--- config.mk ---
export PLATFORM = sky130hd
export DESIGN_NAME = cond_flag_unit
export DESIGN_NICKNAME = d
export VERILOG_FILES = /design/src/rtl/cond_flag_unit.sv
export SDC_FILE = /design/constraint.sdc
export NUM_CORES = 1
export LEC_CHECK = 0
export ABC_AREA = 1
export BUFFER_PORTS_ARGS = -buffer_cell sky130_fd_sc_hd__buf_2
export CAP_MARGIN = 5
export CORE_AREA = 2 2 39 41
export CTS_CLUSTER_SIZE = 14
export DETAILED_ROUTE_END_ITERATION = 10
export DIE_AREA = 0 0 41 43
export PLACE_DENSITY = 0.78
export SLEW_MARGIN = 40
export SYNTH_ARGS = -nofsm -noshare
export SYNTH_HDL_FRONTEND = slang
export SYNTH_SLANG_ARGS = --single-unit
--- constraint.sdc ---
create_clock -name clk -period 1.45 [get_ports clk]
set_input_delay 0.2175 -clock clk [delete_from_list [all_inputs] [get_ports clk]]
set_output_delay 0.2175 -clock clk [all_outputs]
set_load 0.02 [all_outputs]
--- src/rtl/cond_flag_unit.sv ---
`default_nettype none
// ============================================================================
// Module      : cond_flag_unit
// Description : Architectural SZCV flag register for the simple CPU.
//               Applies masked flag writes from the shift/ALU units,
//               evaluates 4-bit branch condition codes against the flags the
//               register will hold after the current edge (write bypass), and
//               optionally saves/restores flags on a small LIFO for interrupt
//               entry/return.
//
//               Optional feature macro: COND_FLAG_STACK_EN
//                 defined   -> save stack, push/pop, stack_cnt, ovf, unf live
//                 undefined -> no stack; push/pop/err_clr ignored, stack_cnt,
//                              ovf and unf tied to zero
//
// Ports       : clk, rst_n              clock / async active-low reset
//               flag_we, flag_in,
//               flag_mask               masked SZCV write ([3]=S .. [0]=V)
//               cond_valid, cond        condition evaluation request
//               push, pop, err_clr      save stack control / sticky error clear
//               flags                   current SZCV register
//               take_valid, take        condition result (1-cycle latency)
//               stack_cnt               occupied stack entries
//               ovf, unf                sticky push-on-full / pop-on-empty
//
// Revision    : 1.0 - initial release
// ============================================================================
module cond_flag_unit #(
    parameter int DEPTH = 4,    // save-stack entries (2..16)
    parameter int CW    = 3     // stack count width, 2**CW > DEPTH
) (
    input  logic          clk,
    input  logic          rst_n,
    input  logic          flag_we,
    input  logic [3:0]    flag_in,
    input  logic [3:0]    flag_mask,
    input  logic          cond_valid,
    input  logic [3:0]    cond,
    input  logic          push,
    input  logic          pop,
    input  logic          err_clr,
    output logic [3:0]    flags,
    output logic          take_valid,
    output logic          take,
    output logic [CW-1:0] stack_cnt,
    output logic          ovf,
    output logic          unf
);

    // Condition code encodings
    localparam logic [3:0] c_eq = 4'h0;
    localparam logic [3:0] c_ne = 4'h1;
    localparam logic [3:0] c_cs = 4'h2;
    localparam logic [3:0] c_cc = 4'h3;
    localparam logic [3:0] c_mi = 4'h4;
    localparam logic [3:0] c_pl = 4'h5;
    localparam logic [3:0] c_vs = 4'h6;
    localparam logic [3:0] c_vc = 4'h7;
    localparam logic [3:0] c_hi = 4'h8;
    localparam logic [3:0] c_ls = 4'h9;
    localparam logic [3:0] c_ge = 4'hA;
    localparam logic [3:0] c_lt = 4'hB;
    localparam logic [3:0] c_gt = 4'hC;
    localparam logic [3:0] c_le = 4'hD;
    localparam logic [3:0] c_al = 4'hE;

    logic [3:0] r_flags;
    logic       r_take_valid;
    logic       r_take;
    logic [3:0] w_flags_wr;     // register value after the masked write only
    logic [3:0] w_flags_nxt;    // value the register takes at this edge

    function automatic logic f_cond(input logic [3:0] code, input logic [3:0] f);
        logic s, z, c, v;
        logic r;
        s = f[3];
        z = f[2];
        c = f[1];
        v = f[0];
        case (code)
            c_eq:    r = z;
            c_ne:    r = ~z;
            c_cs:    r = c;
            c_cc:    r = ~c;
            c_mi:    r = s;
            c_pl:    r = ~s;
            c_vs:    r = v;
            c_vc:    r = ~v;
            c_hi:    r = c & ~z;
            c_ls:    r = ~c | z;
            c_ge:    r = ~(s ^ v);
            c_lt:    r = s ^ v;
            c_gt:    r = ~z & ~(s ^ v);
            c_le:    r = z | (s ^ v);
            c_al:    r = 1'b1;
            default: r = 1'b0;          // NV
        endcase
        return r;
    endfunction

    assign w_flags_wr = flag_we ? ((r_flags & ~flag_mask) | (flag_in & flag_mask))
                                : r_flags;

`ifdef COND_FLAG_STACK_EN
    localparam logic [CW-1:0] c_depth = CW'(DEPTH);

    logic [3:0]    r_stack [DEPTH];
    logic [CW-1:0] r_cnt;
    logic          r_ovf;
    logic          r_unf;
    logic          w_push_req;
    logic          w_pop_req;
    logic          w_full;
    logic          w_empty;
    logic          w_push_ok;
    logic          w_pop_ok;
    logic [3:0]    w_top;

    // Simultaneous push and pop cancel each other without raising an error.
    assign w_push_req = push & ~pop;
    assign w_pop_req  = pop & ~push;
    assign w_full     = (r_cnt == c_depth);
    assign w_empty    = (r_cnt == '0);
    assign w_push_ok  = w_push_req & ~w_full;
    assign w_pop_ok   = w_pop_req & ~w_empty;

    // Top-of-stack mux, written as a compare per entry so the index never
    // needs a width conversion from the count.
    always_comb begin
        w_top = '0;
        for (int i = 0; i < DEPTH; i++) begin
            if (r_cnt == CW'(i + 1)) begin
                w_top = r_stack[i];
            end
        end
    end

    // Stack storage needs no reset: entries above the count are never read.
    // A push saves the pre-write register, not the merged value.
    for (genvar gi = 0; gi < DEPTH; gi++) begin : g_entry
        always_ff @(posedge clk) begin
            if (w_push_ok && (r_cnt == CW'(gi))) begin
                r_stack[gi] <= r_flags;
            end
        end
    end

    always_ff @(posedge clk or negedge rst_n) begin
        if (!rst_n) begin
            r_cnt <= '0;
            r_ovf <= 1'b0;
            r_unf <= 1'b0;
        end else begin
            if (w_push_ok) begin
                r_cnt <= r_cnt + CW'(1);
            end else if (w_pop_ok) begin
                r_cnt <= r_cnt - CW'(1);
            end
            // A new error event wins over a same-cycle clear.
            r_ovf <= (w_push_req & w_full)  | (r_ovf & ~err_clr);
            r_unf <= (w_pop_req  & w_empty) | (r_unf & ~err_clr);
        end
    end

    // A successful pop restores the saved flags and discards any write.
    assign w_flags_nxt = w_pop_ok ? w_top : w_flags_wr;
    assign stack_cnt   = r_cnt;
    assign ovf         = r_ovf;
    assign unf         = r_unf;
`else
    localparam int c_depth_unused = DEPTH;
    logic          w_stack_ctl_unused;

    assign w_stack_ctl_unused = ^{push, pop, err_clr};
    assign w_flags_nxt        = w_flags_wr;
    assign stack_cnt          = '0;
    assign ovf                = 1'b0;
    assign unf                = 1'b0;
`endif

    // Condition results use w_flags_nxt so a same-cycle write or pop is seen.
    always_ff @(posedge clk or negedge rst_n) begin
        if (!rst_n) begin
            r_flags      <= '0;
            r_take_valid <= 1'b0;
            r_take       <= 1'b0;
        end else begin
            r_flags      <= w_flags_nxt;
            r_take_valid <= cond_valid;
            if (cond_valid) begin
                r_take <= f_cond(cond, w_flags_nxt);
            end
        end
    end

    assign flags      = r_flags;
    assign take_valid = r_take_valid;
    assign take       = r_take;

endmodule
`default_nettype wire

Yosys cells after proc, flatten, opt, wreduce, memory -nomap -nowiden

Index checks and enable logic that the tools add are counted.

RAM bits: 0
Memories: 0
Bits of input ports: 19
Logic and storage cells: 34
Bits in latches: 0
Memory bits (read-only): 0
Bits in registers: 6

$mul: 0
Muxes and demuxes: 2
Bitwise gates (word level): 14
Div/mod/pow operators: 0
Eq/ne operators: 14
Shift operators: 0
Add/sub/neg operators: 0
$lt $le $gt $ge: 0
Reductions and logical operators: 1

Operators with widths:

| kind               | count |
|---|---|
| $eq 4x4->1 const B | 7 |
| $eq 4x3->1 const B | 4 |
| $pmux 1 s15        | 1 |
| $and 4x4->4        | 2 |
| $eq 4x2->1 const B | 2 |
| $not 1->1          | 5 |
| $eq 4x1->1 const B | 1 |
| $logic_not 4->1    | 1 |
| $mux 4             | 1 |
| $not 4->4          | 1 |
| $or 4x4->4         | 1 |
| $and 1x1->1        | 2 |
| $or 1x1->1         | 2 |
| $xor 1x1->1        | 1 |

Logic depth before layout (Yosys ltp)

Gate-level depths: netlist (run 1).

Word-level depth: 8
Depth in mapped cells: 12
Gate-level depth less buffers: 11

Least setup slack after synthesis (run 1)

No wires, ideal clock.

Path kind: reg2reg
Start: register r_flags[0], in the netlist flags[0]
End: register r_take, in the netlist take
Buffers on the path: 0
Stages on the path, launching flop included: 11
Arrival time: 1.123 ns
Library setup time: 0.120 ns
Setup slack: 0.207 ns
Cell sequence: dfrtp_1 inv_1 nand2_2 nand2_2 inv_2 nand2_2 nand3_1 nand2_1 nand3_1 o21ai_1 nand2_1

Longest elaborated chain between the ends: 7

RTL lines:

| element                | RTL line | source |
|---|---|---|
| from (decl)            | 67       | `logic [3:0] r_flags;` |
| from (signal assigned) | 188      | `r_flags <= w_flags_nxt;` |
| $and 4x4->4            | 101      | `assign w_flags_wr = flag_we ? ((r_flags & ~flag_mask) \| (flag_in & flag_mask))` |
| $or 4x4->4             | 101      |  |
| $mux 4 (*)             | 101      |  |
| via w_flags_nxt[0]     | 71       | `logic [3:0] w_flags_nxt;` |
| $xor 1x1->1            | -        |  |
| $not 1->1              | 91, 93   |  |
| $and 1x1->1            | 93       | `c_gt: r = ~z & ~(s ^ v);` |
| $pmux 1 s15 (*)        | 80       | `case (code)` |
| to (signal assigned)   | 191      | `r_take <= f_cond(cond, w_flags_nxt);` |
| to (decl)              | 69       | `logic r_take;` |

Mark *: on every way through the listed nets, which the timed path passes. The rest lies on a longest branch.
A chain may end at the register's enable or synchronous reset.

Worst setup path in the final report (run 1)

Start: register r_flags[0], in the netlist flags[0]
End: register r_take, in the netlist take

Longest elaborated chain between the ends: 7

RTL lines:

| element         | RTL line |
|---|---|
| $and 4x4->4     | 101 |
| $or 4x4->4      | 101 |
| $mux 4 (*)      | 101 |
| $xor 1x1->1     | - |
| $not 1->1       | 91, 93 |
| $and 1x1->1     | 93 |
| $pmux 1 s15 (*) | 80 |

Mark *: on every way between the ends. The rest lies on a longest branch, timed or not.

==> results of run 1 <==
[kinds of logic (layout without fill, tap and decap cells)]
kind of cell / after synthesis / count (layout) / synth area share (%)
buffers and inverters: 25 / 44 / 22.2
and+or+nand+nor: 58 / 58 / 46.5
DFF: 6 / 6 / 27.8
other: 1 / 5 / 0.694
AOI/OAI and AO/OA: 3 / 3 / 2.78
[layout make-up]
type / count / area [um^2]
clock buffer: 3 / 22.5
fill: 160 / 719
inverter: 19 / 71.3
multi-input combinational: 66 / 285
sequential: 6 / 150
tap: 16 / 20.0
timing repair buffer: 22 / 115
[sequential cells by signal, summed over array words and instances (netlist names)]
signal	cells
flags	4
take	1
take_valid	1
[report_power, final]
part / leakage (nW) / total [mW] / switching, mW / internal (mW)
Sequential: 0.0677 / 0.197 / 0.00871 / 0.188
Combinational: 0.349 / 0.206 / 0.135 / 0.0708
Clock: 0.0138 / 0.148 / 0.0549 / 0.0933
Total: 0.431 / 0.551 / 0.199 / 0.352
[metrics by stage]
stage / util [%] / std cells
after CTS: 48.0 / 132
after floorplan: - / 97
after detailed placement: 45.7 / 128
final: 48.0 / 132
after global placement: 45.7 / 128
after global routing: 48.0 / 132
[worst max-delay path by stage]
stage,depth (start not counted),start,end
floorplan,10,flags[0],take
global placement,10,flag_we,take
detailed placement,10,flag_we,take
CTS,10,flags[0],take
global route,10,flags[0],take
finish,10,flags[0],take
[worst max-delay path, cell delays in order (launching register included)]
cell	delay, ns
sky130_fd_sc_hd__dfrtp_1	0.36
sky130_fd_sc_hd__inv_1	0.07
sky130_fd_sc_hd__nand2_2	0.05
sky130_fd_sc_hd__nand2_2	0.11
sky130_fd_sc_hd__nand2_1	0.11
sky130_fd_sc_hd__nand2_1	0.08
sky130_fd_sc_hd__nor2_1	0.04
sky130_fd_sc_hd__nor2_1	0.09
sky130_fd_sc_hd__nand2_1	0.05
sky130_fd_sc_hd__o21ai_1	0.11
sky130_fd_sc_hd__nand2_1	0.06
[routing by layer]
metal | up-vias | part of all wire, %
met4 | 0 | 0
met1 | 247 | 41
li1 | 311 | -
met5 | - | 0
met3 | 0 | 7.3
met2 | 20 | 51
[placed cells by master, fill, tap and decap left out, drive strengths merged]
| cell type | n |
|---|---|
| a21oi | 1 |
| buf | 21 |
| nand3 | 11 |
| dfrtp | 6 |
| nor2 | 8 |
| clkbuf | 3 |
| nand2 | 37 |
| inv | 19 |
| nand3b | 1 |
| o21ai | 2 |
| nor3 | 1 |
| conb | 5 |
| dlygate4sd3 | 1 |
[what timing repair did]
| action | in CTS | in global routing |
|---|---|---|
| endpoints found under the setup margin | 0 | 0 |
| resized for setup | 0 | 0 |
| hold buffers | 1 | 0 |
| hold endpoints to repair | 6 | 0 |
| buffers inserted | 0 | 0 |
==> out/qor_table.md, run 1 <==
| Parameter | Reported |
|:---|:---|
| Outcome | completed |
| Worst hold path depth | 1 |
| Main area contributors after synthesis | sky130_fd_sc_hd__dfrtp_1 (28%), sky130_fd_sc_hd__nand2_1 (22%), sky130_fd_sc_hd__inv_1 (12%), sky130_fd_sc_hd__nand3_1 (10%), sky130_fd_sc_hd__buf_4 (6.9%) |
| Critical path required time | 1.57 ns |
| Post-synthesis average cell area | 5.81 um^2 |
| Cell area after placement | 632 um^2 |
| Grt met1 use | 15.1% |
| Pins Over Slew Limit | 0 |
| Pre-CTS WS | 0.185 ns |
| Number of nets with antenna violations after routing | 0 |
| GRT Max-Usage Layer | met2 |
| Crit. End Element | flip-flop |
| Minimum clock period after layout | 1.24 ns |
| Met3 Use GR | 1.57% |
| Number of global-route vias before repair | 477 |
| Initial DRC count | 7 |
| Post-Synthesis Cell Area | 541 um^2 |
| Horiz. Die Dim | 41 um |
| Detailed-route via count | 578 |
| Port buffer count | 21 |
| Kind of critical path | reg -> reg |
| Number of design rule violations left after detail routing | 0 |
| Die Footprint | 1760 um^2 |
| Clock transition at the register clock pins on the worst setup and hold paths after CTS | 0.04 ns |
| Pin count of the biggest net entering global routing | 9 |
| Area overhead of the layout relative to synthesis | 22.9% |
| Routed wire length | 1100 um |
| Hold path endpoint | take_valid |
| Fraction of synthesis flops using an asynchronous set or reset pin | 100% |
| Maximum count of clock buffers along a single path | 2 |
| Clock tree from TritonCTS | done |
| Leading post-synthesis cells by instance count | sky130_fd_sc_hd__nand2_1 (31), sky130_fd_sc_hd__inv_1 (17), sky130_fd_sc_hd__nand3_1 (11) |
| Prevailing post-synth register cell | sky130_fd_sc_hd__dfrtp_1 |
| Global-route total usage across every layer | 13.1% |
| Sequential area share after synthesis | 27.8% |
| Number of cells produced by synthesis | 93 |
| Global-route wire length before repair | 1600 um |
| Insertion delay of the later-clocked pin in the worst-skew pair | 0.24 ns |
| Antenna diode count | 0 |
| Proportion of layout cells with a drive suffix above 1 | 27.6% |
| Number of buffers inserted during clock tree synthesis | 3 |
| Chip height | 43 um |
| Reported max-cap violation count | 0 |
| Worst Hold Launch | cond_valid |
| Timing-limited maximum frequency | 0.807 GHz |
| Core area | 1380 um^2 |
| Share of the clock period used by the worst path | 85.5% |
| Hold violation total from the final report | 0 |
| IR drop worst, VDD | 0.274 mV |
| Kind of path behind the tightest hold check | in -> reg |
| Worst Reg-to-Reg Cells | 10 |
| Flip-flop and latch count after synthesis | 6 |
| Power Density | 829 nW/um^2 |
| Detailed Routing Iterations Pass 1 | 4 |
| Hold WS | 0.110 ns |
| Most repeated cell in the gate-level netlist after synthesis | sky130_fd_sc_hd__nand2_1 |
| Mean routed wirelength per cell | 8.36 um |
| Area share of the largest cell type after synthesis | 27.8% |
| Setup slack of the critical path after layout | 0.211 ns |
| Capture instance of the worst register-to-register path | take |
| Critical path startpoint category | flip-flop |
| Flop2flop setup slack | 0.21 ns |
| Antenna violations before repair | 0 |
| Synth Warn # | 0 |
| Total global routing overflow | 0 |
| Post-layout nets | 137 |
| Largest area contributor in the synthesized netlist | sky130_fd_sc_hd__dfrtp_1 |
| Post-DP HPWL | 957 um |
| Worst reg2reg startpoint | flags[0] |
| Setup clock skew after layout | 0.00185 ns |
| Count of distinct cell types in the synthesized netlist | 15 |
| Reported leakage power | 0.431 nW |
| Count of pins on the block boundary | 30 |
| Clock root buffer | sky130_fd_sc_hd__clkbuf_4 |
| H-Tree Depth | 1 |
| Final sum of negative setup slack | 0 ns |
| Setup repair after global routing missed its margin | false |
| Sum of internal, switching and leakage power | 551 uW |
| Global placement routability congestion | 0.904 |
| Final setup violating endpoints | 0 |
| Critical Path AT | 1.36 ns |
| GRT met2 Usage | 21.3% |
| Count of flip-flops with a built-in enable after synthesis | 0 |
| Starting Density | 39.1% |
| Summed area of non-filler cells in the final layout | 664 um^2 |
| Count of standard-cell rows | 14 |
| Critical-path maximum fanout | 4 |
| Post-DR vias/cell | 4.38 |
| Number of sinks driven by the clock tree | 6 |
No activity file was read; power rests on OpenSTA's default activity.
==> inputs of run 2 (changes only) <==
clock period = 1.5 ns   (was 1.45 ns; I/O delays follow)
==> out/qor_table.md, run 2 (same netlist as run 1, synthesis figures left out) <==
| Parameter | Reported | Delta |
|:---|:---|:---|
| Worst reg2reg startpoint | flags[0] |  |
| Maximum count of clock buffers along a single path | 2 | unchanged |
| Grt met1 use | 16.7% | +1.6 points |
| Critical Path AT | 1.36 ns | about the same |
| Launching element of the worst setup path | flags[0] |  |
| Core area | 1380 um^2 | unchanged |
| Antenna violations before repair | 0 | unchanged |
| Crit. End Element | flip-flop |  |
| Post-DR vias/cell | 4.33 | -1.0% |
| Pre-CTS WS | 0.223 ns | +0.0377 ns |
| Detailed Routing Iterations Pass 1 | 4 | unchanged |
| Number of nets with antenna violations after routing | 0 | unchanged |
| Final setup violating endpoints | 0 | unchanged |
| Setup clock skew after layout | 0.00324 ns | +0.00139 ns |
| Critical-path maximum fanout | 4 | unchanged |
| Die Footprint | 1760 um^2 | unchanged |
| Power Density | 797 nW/um^2 | -4.0% |
| End point of the critical path | take |  |
| Post-DP HPWL | 937 um | -2.1% |
| Number of cells in the design after placement | 128 | unchanged |
| Global-route total usage across every layer | 12.9% | -0.20 points |
| Most common cell after layout, fill and taps aside | sky130_fd_sc_hd__nand2_1 |  |
| Post-layout nets | 137 | unchanged |
| Starting Density | 39.1% | unchanged |
| Reported max-cap violation count | 0 | unchanged |
| Number of global-route vias before repair | 472 | -1.0% |
| Max reg flops | 4 | unchanged |
| Total global routing overflow | 0 | unchanged |
| Critical path startpoint category | flip-flop |  |
| Pin count of the biggest net entering global routing | 9 | unchanged |
| Minimum clock period after layout | 1.24 ns | -0.00239 ns |
| Chip height | 43 um | unchanged |
| GRT Max-Usage Layer | met2 |  |
| Area overhead of the layout relative to synthesis | 22.9% | unchanged |
| Clock root buffer | sky130_fd_sc_hd__clkbuf_4 |  |
| Global-route wire length before repair | 1640 um | +2.6% |
| Hold violation total from the final report | 0 | unchanged |
| H-Tree Depth | 1 | unchanged |
| Count of pins on the block boundary | 30 | unchanged |
| Pins Over Slew Limit | 0 | unchanged |
| Port buffer count | 21 | unchanged |
| Number of gates resized after cts | 0 | unchanged |
| Number of buffers inserted during clock tree synthesis | 3 | unchanged |
| Count of standard-cell rows | 14 | unchanged |
| Kind of path behind the tightest hold check | in -> reg |  |
| Global placement routability congestion | 0.904 | about the same |
| Flop2flop setup slack | 0.26 ns | +0.05 ns |
| Worst Reg-to-Reg Cells | 10 | unchanged |
| Reported leakage power | 0.431 nW | unchanged |
| GRT met2 Usage | 21.3% | unchanged |
| Proportion of layout cells with a drive suffix above 1 | 27.6% | unchanged |
| Kind of critical path | reg -> reg |  |
| Met3 Use GR | 0% | -1.6 points |
| Initial DRC count | 12 | +5 |
| Outcome | completed |  |
| Setup repair after global routing missed its margin | false |  |
| Antenna diode count | 0 | unchanged |
| Setup slack of the critical path after layout | 0.263 ns | +0.0524 ns |
| Mean routed wirelength per cell | 8.06 um | -3.5% |
| Timing-limited maximum frequency | 0.809 GHz | +0.19% |
| Share of the clock period used by the worst path | 82.4% | -3.0 points |
| Most used cells in the layout excluding fill and tap cells | sky130_fd_sc_hd__nand2_1 (31), sky130_fd_sc_hd__buf_2 (21), sky130_fd_sc_hd__inv_1 (17), sky130_fd_sc_hd__nand3_1 (11), sky130_fd_sc_hd__nor2_1 (8) |  |
| Final sum of negative setup slack | 0 ns | unchanged |
| Non-filler cells, final | 132 | unchanged |
| IR drop worst, VDD | 0.281 mV | +2.5% |
| Routed wire length | 1060 um | -3.5% |
| Clock transition at the register clock pins on the worst setup and hold paths after CTS | 0.04 ns | about the same |
| Clock tree from TritonCTS | done |  |
| Horiz. Die Dim | 41 um | unchanged |
| Number of design rule violations left after detail routing | 0 | unchanged |
| Post-CTS Setup Bufs | 0 | unchanged |
| Insertion delay of the later-clocked pin in the worst-skew pair | 0.24 ns | about the same |
| Critical path required time | 1.62 ns | +0.05 ns |
| Detailed-route via count | 572 | -1.0% |
| Number of sinks driven by the clock tree | 6 | unchanged |
| Capture instance of the worst register-to-register path | take |  |
## run 2: worst max-delay path, cell delays in order, from the launching register on
cell,delay [ns]
sky130_fd_sc_hd__dfrtp_1,0.36
sky130_fd_sc_hd__inv_1,0.06
sky130_fd_sc_hd__nand2_2,0.05
sky130_fd_sc_hd__nand2_2,0.10
sky130_fd_sc_hd__nand2_1,0.10
sky130_fd_sc_hd__nand3_1,0.11
sky130_fd_sc_hd__nand2_1,0.05
sky130_fd_sc_hd__nand2_1,0.06
sky130_fd_sc_hd__nand2_1,0.05
sky130_fd_sc_hd__o21ai_1,0.11
sky130_fd_sc_hd__nand2_1,0.06
## run 2: layer usage
layer	routed length [um]	part of all wire, %
met5	0	0
met4	0	0
met3	69	6.5
met2	514	48
met1	480	45
## run 2: layout make-up
| class | count | area (um^2) |
|---|---|---|
| repair buffers | 22 | 115 |
| clock buffers | 3 | 22.5 |
| inverters | 19 | 71.3 |
| fillers | 146 | 719 |
| flip-flops and latches | 6 | 150 |
| well taps | 16 | 20.0 |
| multi-input cells | 66 | 285 |
## run 2: how the worst min path moves through the flow
stage	slack (ns)	startpoint	depth (start not counted)	to
5_1_grt	0.12	cond_valid	1	take_valid
3_5_place_dp	0.05	rst_n	1	flags[0]
2_1_floorplan	-0.07	rst_n	0	flags[0]
6_report	0.12	cond_valid	1	take_valid
3_3_place_gp	0.05	rst_n	1	take_valid
4_1_cts	0.12	cond_valid	1	take_valid
## run 2: power breakdown
| group | total, mW | internal [mW] | switching, mW | leakage [nW] |
|---|---|---|---|---|
| combinational | 0.198 | 0.0684 | 0.130 | 0.349 |
| sequential | 0.190 | 0.182 | 0.00853 | 0.0677 |
| clock | 0.141 | 0.0900 | 0.0506 | 0.0138 |
| total | 0.529 | 0.340 | 0.189 | 0.431 |
## run 2: metrics by stage
step	power, mW	util (%)	area, um^2	hold slack, ns
after floorplan	0.337	-	556	-0.0706
after global placement	0.385	45.7	632	0.0460
after detailed placement	0.389	45.7	632	0.0516
after CTS	0.535	48.0	664	0.118
after global routing	0.571	48.0	664	0.121
final	0.529	48.0	664	0.124
## run 2: timing repair
action / in CTS / in global routing
hold buffers: 1 / 0
endpoints found under the setup margin: 0 / 0
hold endpoints to repair: 6 / 0
